===== config.mk =====
export PLATFORM = sky130hd
export DESIGN_NAME = mpe_out_collector
export DESIGN_NICKNAME = d
export VERILOG_FILES = /design/src/rtl/mpe_out_collector_pkg.sv /design/src/rtl/mpe_tile_fifo.sv /design/src/rtl/mpe_out_collector.sv
export SDC_FILE = /design/constraint.sdc
export NUM_CORES = 1
export LEC_CHECK = 0
export ABC_CLOCK_PERIOD_IN_PS = 2300
export CAP_MARGIN = 15
export CORE_MARGIN = 5
export CORE_UTILIZATION = 40
export CTS_CLUSTER_DIAMETER = 100
export DETAILED_ROUTE_END_ITERATION = 16
export GPL_TIMING_DRIVEN = 1
export RECOVER_POWER = 50
export SLEW_MARGIN = 20
export SYNTH_ARGS = -nofsm -noshare
export SYNTH_HDL_FRONTEND = slang
export SYNTH_SLANG_ARGS = --single-unit

===== constraint.sdc =====
create_clock -name clk -period 2.3 [get_ports clk]
set_input_delay 0.46 -clock clk [delete_from_list [all_inputs] [get_ports clk]]
set_output_delay 0.46 -clock clk [all_outputs]
set_load 0.1 [all_outputs]

===== src/rtl/mpe_out_collector_pkg.sv =====
// rtl/mpe_out_collector_pkg.sv - shared types, geometry defaults and width helpers for the MPE output collector
package mpe_out_collector_pkg;

  typedef logic [15:0] fp16_t;

  // Default result tile geometry, kept in step with the MPE array
  localparam int MPE_DIMM1 = 2;
  localparam int MPE_DIMM2 = 1;

  // Pointer width for a power-of-two slot count (never narrower than one bit)
  function automatic int ptr_w(input int depth);
    return (depth > 1) ? $clog2(depth) : 1;
  endfunction

  // Count width able to hold 0..depth inclusive
  function automatic int cnt_w(input int depth);
    return $clog2(depth) + 1;
  endfunction

endpackage


===== src/rtl/mpe_tile_fifo.sv =====
// rtl/mpe_tile_fifo.sv - whole-tile FIFO with id tagging, pointers and registered count
module mpe_tile_fifo
  import mpe_out_collector_pkg::*;
#(
  parameter int DEPTH  = 4,
  parameter int TILE_W = 32,
  parameter int TID_W  = 8
) (
  input  logic                   clk,
  input  logic                   rst_n,
  input  logic                   push,
  input  logic [TILE_W-1:0]      push_tile,
  input  logic                   pop,
  output logic [TILE_W-1:0]      head_tile,
  output logic [TID_W-1:0]       head_id,
  output logic [$clog2(DEPTH):0] count,
  output logic                   full,
  output logic                   empty
);

  localparam int PW = ptr_w(DEPTH);
  localparam int CW = cnt_w(DEPTH);

  logic [TILE_W-1:0] mem [DEPTH];
  logic [TID_W-1:0]  ids [DEPTH];
  logic [PW-1:0]     wr_ptr;
  logic [PW-1:0]     rd_ptr;
  logic [TID_W-1:0]  id_cnt;
  logic [CW-1:0]     cnt_q;

  // Slot payload and id tag; the caller only pushes when a slot is free this cycle
  always_ff @(posedge clk) begin
    if (push) begin
      mem[wr_ptr] <= push_tile;
      ids[wr_ptr] <= id_cnt;
    end
  end

  // Pointers, id counter and occupancy count; pointers wrap naturally at DEPTH
  always_ff @(posedge clk or negedge rst_n) begin
    if (!rst_n) begin
      wr_ptr <= '0;
      rd_ptr <= '0;
      id_cnt <= '0;
      cnt_q  <= '0;
    end else begin
      if (push) begin
        wr_ptr <= wr_ptr + 1'b1;
        id_cnt <= id_cnt + 1'b1;
      end
      if (pop) begin
        rd_ptr <= rd_ptr + 1'b1;
      end
      case ({push, pop})
        2'b10:   cnt_q <= cnt_q + 1'b1;
        2'b01:   cnt_q <= cnt_q - 1'b1;
        default: cnt_q <= cnt_q;
      endcase
    end
  end

  assign head_tile = mem[rd_ptr];
  assign head_id   = ids[rd_ptr];
  assign count     = cnt_q;
  assign full      = (cnt_q == CW'(DEPTH));
  assign empty     = (cnt_q == '0);

endmodule


===== src/rtl/mpe_out_collector.sv =====
// rtl/mpe_out_collector.sv - captures MPE result tiles and serializes them row-major onto a valid/ready stream
module mpe_out_collector
  import mpe_out_collector_pkg::*;
#(
  parameter int ROWS  = MPE_DIMM1,
  parameter int COLS  = MPE_DIMM2,
  parameter int LANES = 1,
  parameter int DEPTH = 4,
  parameter int TID_W = 8
) (
  input  logic                             clk,
  input  logic                             rst_n,
  input  logic                             in_valid,
  input  logic [ROWS-1:0][COLS-1:0][15:0]  in_mm,
  output logic                             out_valid,
  input  logic                             out_ready,
  output logic [LANES-1:0][15:0]           out_data,
  output logic                             out_last,
  output logic [TID_W-1:0]                 out_tile_id,
  output logic                             full,
  output logic                             empty,
  output logic [$clog2(DEPTH):0]           occupancy,
  output logic                             overflow,
  input  logic                             clr_ovf
);

  localparam int BEATS  = ROWS * COLS / LANES;
  localparam int BW     = (BEATS > 1) ? $clog2(BEATS) : 1;
  localparam int TILE_W = ROWS * COLS * 16;

  logic [BW-1:0]          beat_cnt;
  logic                   last_beat;
  logic                   beat_xfer;
  logic                   push;
  logic                   pop;
  logic                   drop;
  logic                   ovf_q;
  logic [TILE_W-1:0]      head_tile;
  logic [TID_W-1:0]       head_id;
  logic [$clog2(DEPTH):0] count;

  // Packed in_mm already places element r*COLS+c at bit offset 16*(r*COLS+c)
  mpe_tile_fifo #(
    .DEPTH  (DEPTH),
    .TILE_W (TILE_W),
    .TID_W  (TID_W)
  ) u_fifo (
    .clk       (clk),
    .rst_n     (rst_n),
    .push      (push),
    .push_tile (in_mm),
    .pop       (pop),
    .head_tile (head_tile),
    .head_id   (head_id),
    .count     (count),
    .full      (full),
    .empty     (empty)
  );

  assign out_valid   = !empty;
  assign last_beat   = (beat_cnt == BW'(BEATS - 1));
  assign out_last    = last_beat && out_valid;
  assign beat_xfer   = out_valid && out_ready;
  assign pop         = beat_xfer && last_beat;
  // A full FIFO still takes a tile when the head's final beat leaves this cycle
  assign push        = in_valid && (!full || pop);
  assign drop        = in_valid && full && !pop;
  assign occupancy   = count;
  assign out_tile_id = out_valid ? head_id : '0;
  assign overflow    = ovf_q;

  // Lane mux: beat b carries element b*LANES+l on lane l; zero while idle
  always_comb begin
    out_data = '0;
    if (out_valid) begin
      for (int l = 0; l < LANES; l++) begin
        out_data[l] = fp16_t'(head_tile[(int'(beat_cnt) * LANES + l) * 16 +: 16]);
      end
    end
  end

  // Beat position within the head tile, restarting when the tile completes
  always_ff @(posedge clk or negedge rst_n) begin
    if (!rst_n) begin
      beat_cnt <= '0;
    end else if (beat_xfer) begin
      beat_cnt <= last_beat ? '0 : beat_cnt + 1'b1;
    end
  end

  // Sticky overflow; a drop in the same cycle as a clear wins
  always_ff @(posedge clk or negedge rst_n) begin
    if (!rst_n) begin
      ovf_q <= 1'b0;
    end else if (drop) begin
      ovf_q <= 1'b1;
    end else if (clr_ovf) begin
      ovf_q <= 1'b0;
    end
  end

endmodule


==> impl_metrics.tcl <==
set metrics [dict create \
    fmax_mhz 395 \
    hold_viol 0 \
    period_minus_slack_ns 2.53 \
    antenna_found_initial 1 \
    ant_nets 0 \
    core_area_um2 17800 \
    numCtsBuffers 17 \
    wl_per_cell_um 19.7 \
    clk-insertion-delay-late_ns 0.42 \
    yosys_warnings 0 \
    antenna_cells 0 \
    floorplan.initialDensity_pct 40.2 \
    synthesis.nets 461 \
    grt_pass1_wl_um 23300 \
    dieArea_um2 20700 \
    drtPass1Iterations 4 \
    critPathKind "flop to output port" \
    htree_levels 4 \
    routabilityCongestion 0.773 \
    tritoncts "yes" \
    utilization_pct 55.0 \
    critPathCaptureType "output port" \
    grt_pass1_vias 4222 \
    rsz0062_at_grt "yes" \
    cts.clk_slew.worst_paths_ns 0.07 \
    wl_um 15100 \
    maxSlewViolCount 0 \
    row_count 49 \
    ys_ff_latch 177 \
    drive_gt1_share_pct 35.7 \
    drt_iter0_drc 192 \
    worst_slack_ns -0.229 \
    worstPathMaxFanout 8 \
    max_stage_delay_ns 0.44 \
    fin_worst_skew_ns 0.00897 \
    cpMostUsedCell "buf_12" \
    port_buffers 68 \
    place_area_um2 8690 \
    drc 0 \
    grt_overflow 0 \
    fp.dieH_um 144 \
    finalCritPeriodShare_pct 110 \
    synthCells 418 \
    netlist_area_um2 7180 \
    dp_cells 718 \
    relSlewSlack_pct 28.3 \
    arrival_ns 2.07 \
    critical_path_buf_inv_count 3 \
    track_usage_pct 15.0 \
    instances_no_fill 767 \
    fp.dieW_um 144 \
    cts_root_buf "clkbuf_16" \
    cp_cell_sequence "buf_12 > or2_4 > buf_6 > a211oi_2 > a21oi_1 > and3_2 > buf_12" \
    required_ns 1.84 \
    worst_pin_slew_ns 1.08 \
    fin_nets 568 \
    synth_edf_count 160 \
    cp_top_family "simple AND/OR/NAND/NOR gates" \
    vias_per_cell 5.19 \
    clock_path_buffers 2 \
    async_reset_ff_share_pct 9.60 \
    ys_seq_area_share_pct 72.9 \
    ioPinCount 69 \
    violations "setup timing" \
    start_kind "flop" \
    final_area_um2 9810 \
    status "finished, violations left" \
    slowest_stage "dfrtp_2" \
    clock_sinks 177 \
    syn_avg_cell_area_um2 17.2 \
    synth_cell_types 39 \
    hold_path_class "flop to flop" \
    setup_violations 25 \
    cap_viol_max_count 0 \
    num_vias 3977 \
    ys.flop_type "edfxtp_1" \
    syn2layout_area_growth_pct 36.7 \
    post-dp-hpwl_um 9440 \
    grt_max_degree 26 \
]
-- worst min-delay path: stages (launching register included) --
cell	delay, ns
dfrtp_1	0.38
inv_1	0.05
o22ai_1	0.06
-- cell type report --
cell class              instances  area [µm²]
fillers                      1394        8030
clock buffers                  19         433
multi-input cells             209        2050
inverters                       7        30.0
clock inverters                13         234
well taps                     229         287
flip-flops and latches        177        5250
repair buffers                113        1530
-- repair_timing --
action	4_1_cts	5_1_grt
setup endpoints to repair	25	27
cloned	1	1
setup buffers	12	3
resized for setup	41	26
hold buffers	0	0
pin swaps	9	11
-- layout by cell type (no fill, tap or decap), drive strengths merged, types with 6 or more instances in the layout --
cell and count:
a22oi 16, inv 7, mux2i 48, buf 73, nand2 7, nor2b 17
bufinv 6, edfxtp 160, and3 18, mux4 8, dlygate4sd3 33, xnor2 11
a21oi 20, clkbuf 22, a211oi 16, and2 16, dfrtp 17
-- synth_stat cells, types with 5 or more instances --
cell / count / area (µm²)
a211oi_1: 6 / 45.0
a211oi_2: 10 / 125
a21oi_1: 20 / 100
a22oi_1: 16 / 120
and2_1: 16 / 100
and3_1: 18 / 113
buf_2: 10 / 50.1
buf_4: 6 / 45.0
clkbuf_1: 6 / 22.5
dfrtp_1: 17 / 425
edfxtp_1: 160 / 4800
ha_1: 5 / 62.6
inv_1: 7 / 26.3
mux2i_1: 48 / 480
mux4_2: 8 / 180
nand2_1: 7 / 26.3
nand4_1: 5 / 31.3
nor2b_1: 17 / 106
xnor2_1: 11 / 96.3
-- flip-flops by register name (all words and copies together), names as in the netlist --
| signal | count |
|---|---|
| beat_cnt | 1 |
| overflow | 1 |
| u_fifo.count | 3 |
| u_fifo.id_cnt | 8 |
| u_fifo.ids | 32 |
| u_fifo.mem | 128 |
| u_fifo.rd_ptr | 2 |
| u_fifo.wr_ptr | 2 |
-- stage by stage --
stage | setup TNS (ns) | hold WS (ns) | setup slack (ns)
after detailed placement | -0.283 | 0.530 | -0.0498
after CTS | -4.24 | 0.361 | -0.240
final | -3.70 | 0.541 | -0.229
after global placement | -0.00268 | 0.525 | -0.00259
after floorplan | -0.763 | 0.164 | -0.388
after global routing | -5.44 | 0.582 | -0.290
-- final timing paths --
check | start | to | slack [ns] | depth (start not counted)
setup / recovery | u_fifo.rd_ptr[0] | out_data[1] | -0.23 | 7
hold / removal | overflow | overflow | 0.54 | 2
setup reg to reg | u_fifo.count[0] | u_fifo.count[1] | 0.06 | 8
hold reg to reg | overflow | overflow | 0.54 | 2
max in group asynchronous | rst_n | u_fifo.count[2] | 0.78 | 2
min in group asynchronous | rst_n | u_fifo.wr_ptr[1] | 0.75 | 2
-- logic make-up after synthesis --
| logic type | Yosys count | synth area share, % |
|---|---|---|
| DFF | 177 | 72.9 |
| and+or+nand+nor | 74 | 6.12 |
| AOI/OAI and AO/OA | 59 | 6.36 |
| muxes | 57 | 9.36 |
| buffers and inverters | 32 | 2.53 |
| xor gates and xnor gates | 13 | 1.59 |
| adders and majority gates | 6 | 1.15 |
-- per-layer routing --
layer	up-vias	routed length (µm)	track usage [%]	part of all wire [%]
met1	2022	6340	19.1	42
met4	2	148	4.56	0.98
met2	104	7790	25.4	52
met5	-	13	0	0.086
li1	1834	-	-	-
met3	15	790	3.86	5.2
Power is not shown: default switching activity piles up to over one toggle a cycle in this logic, so the estimate is an artifact.
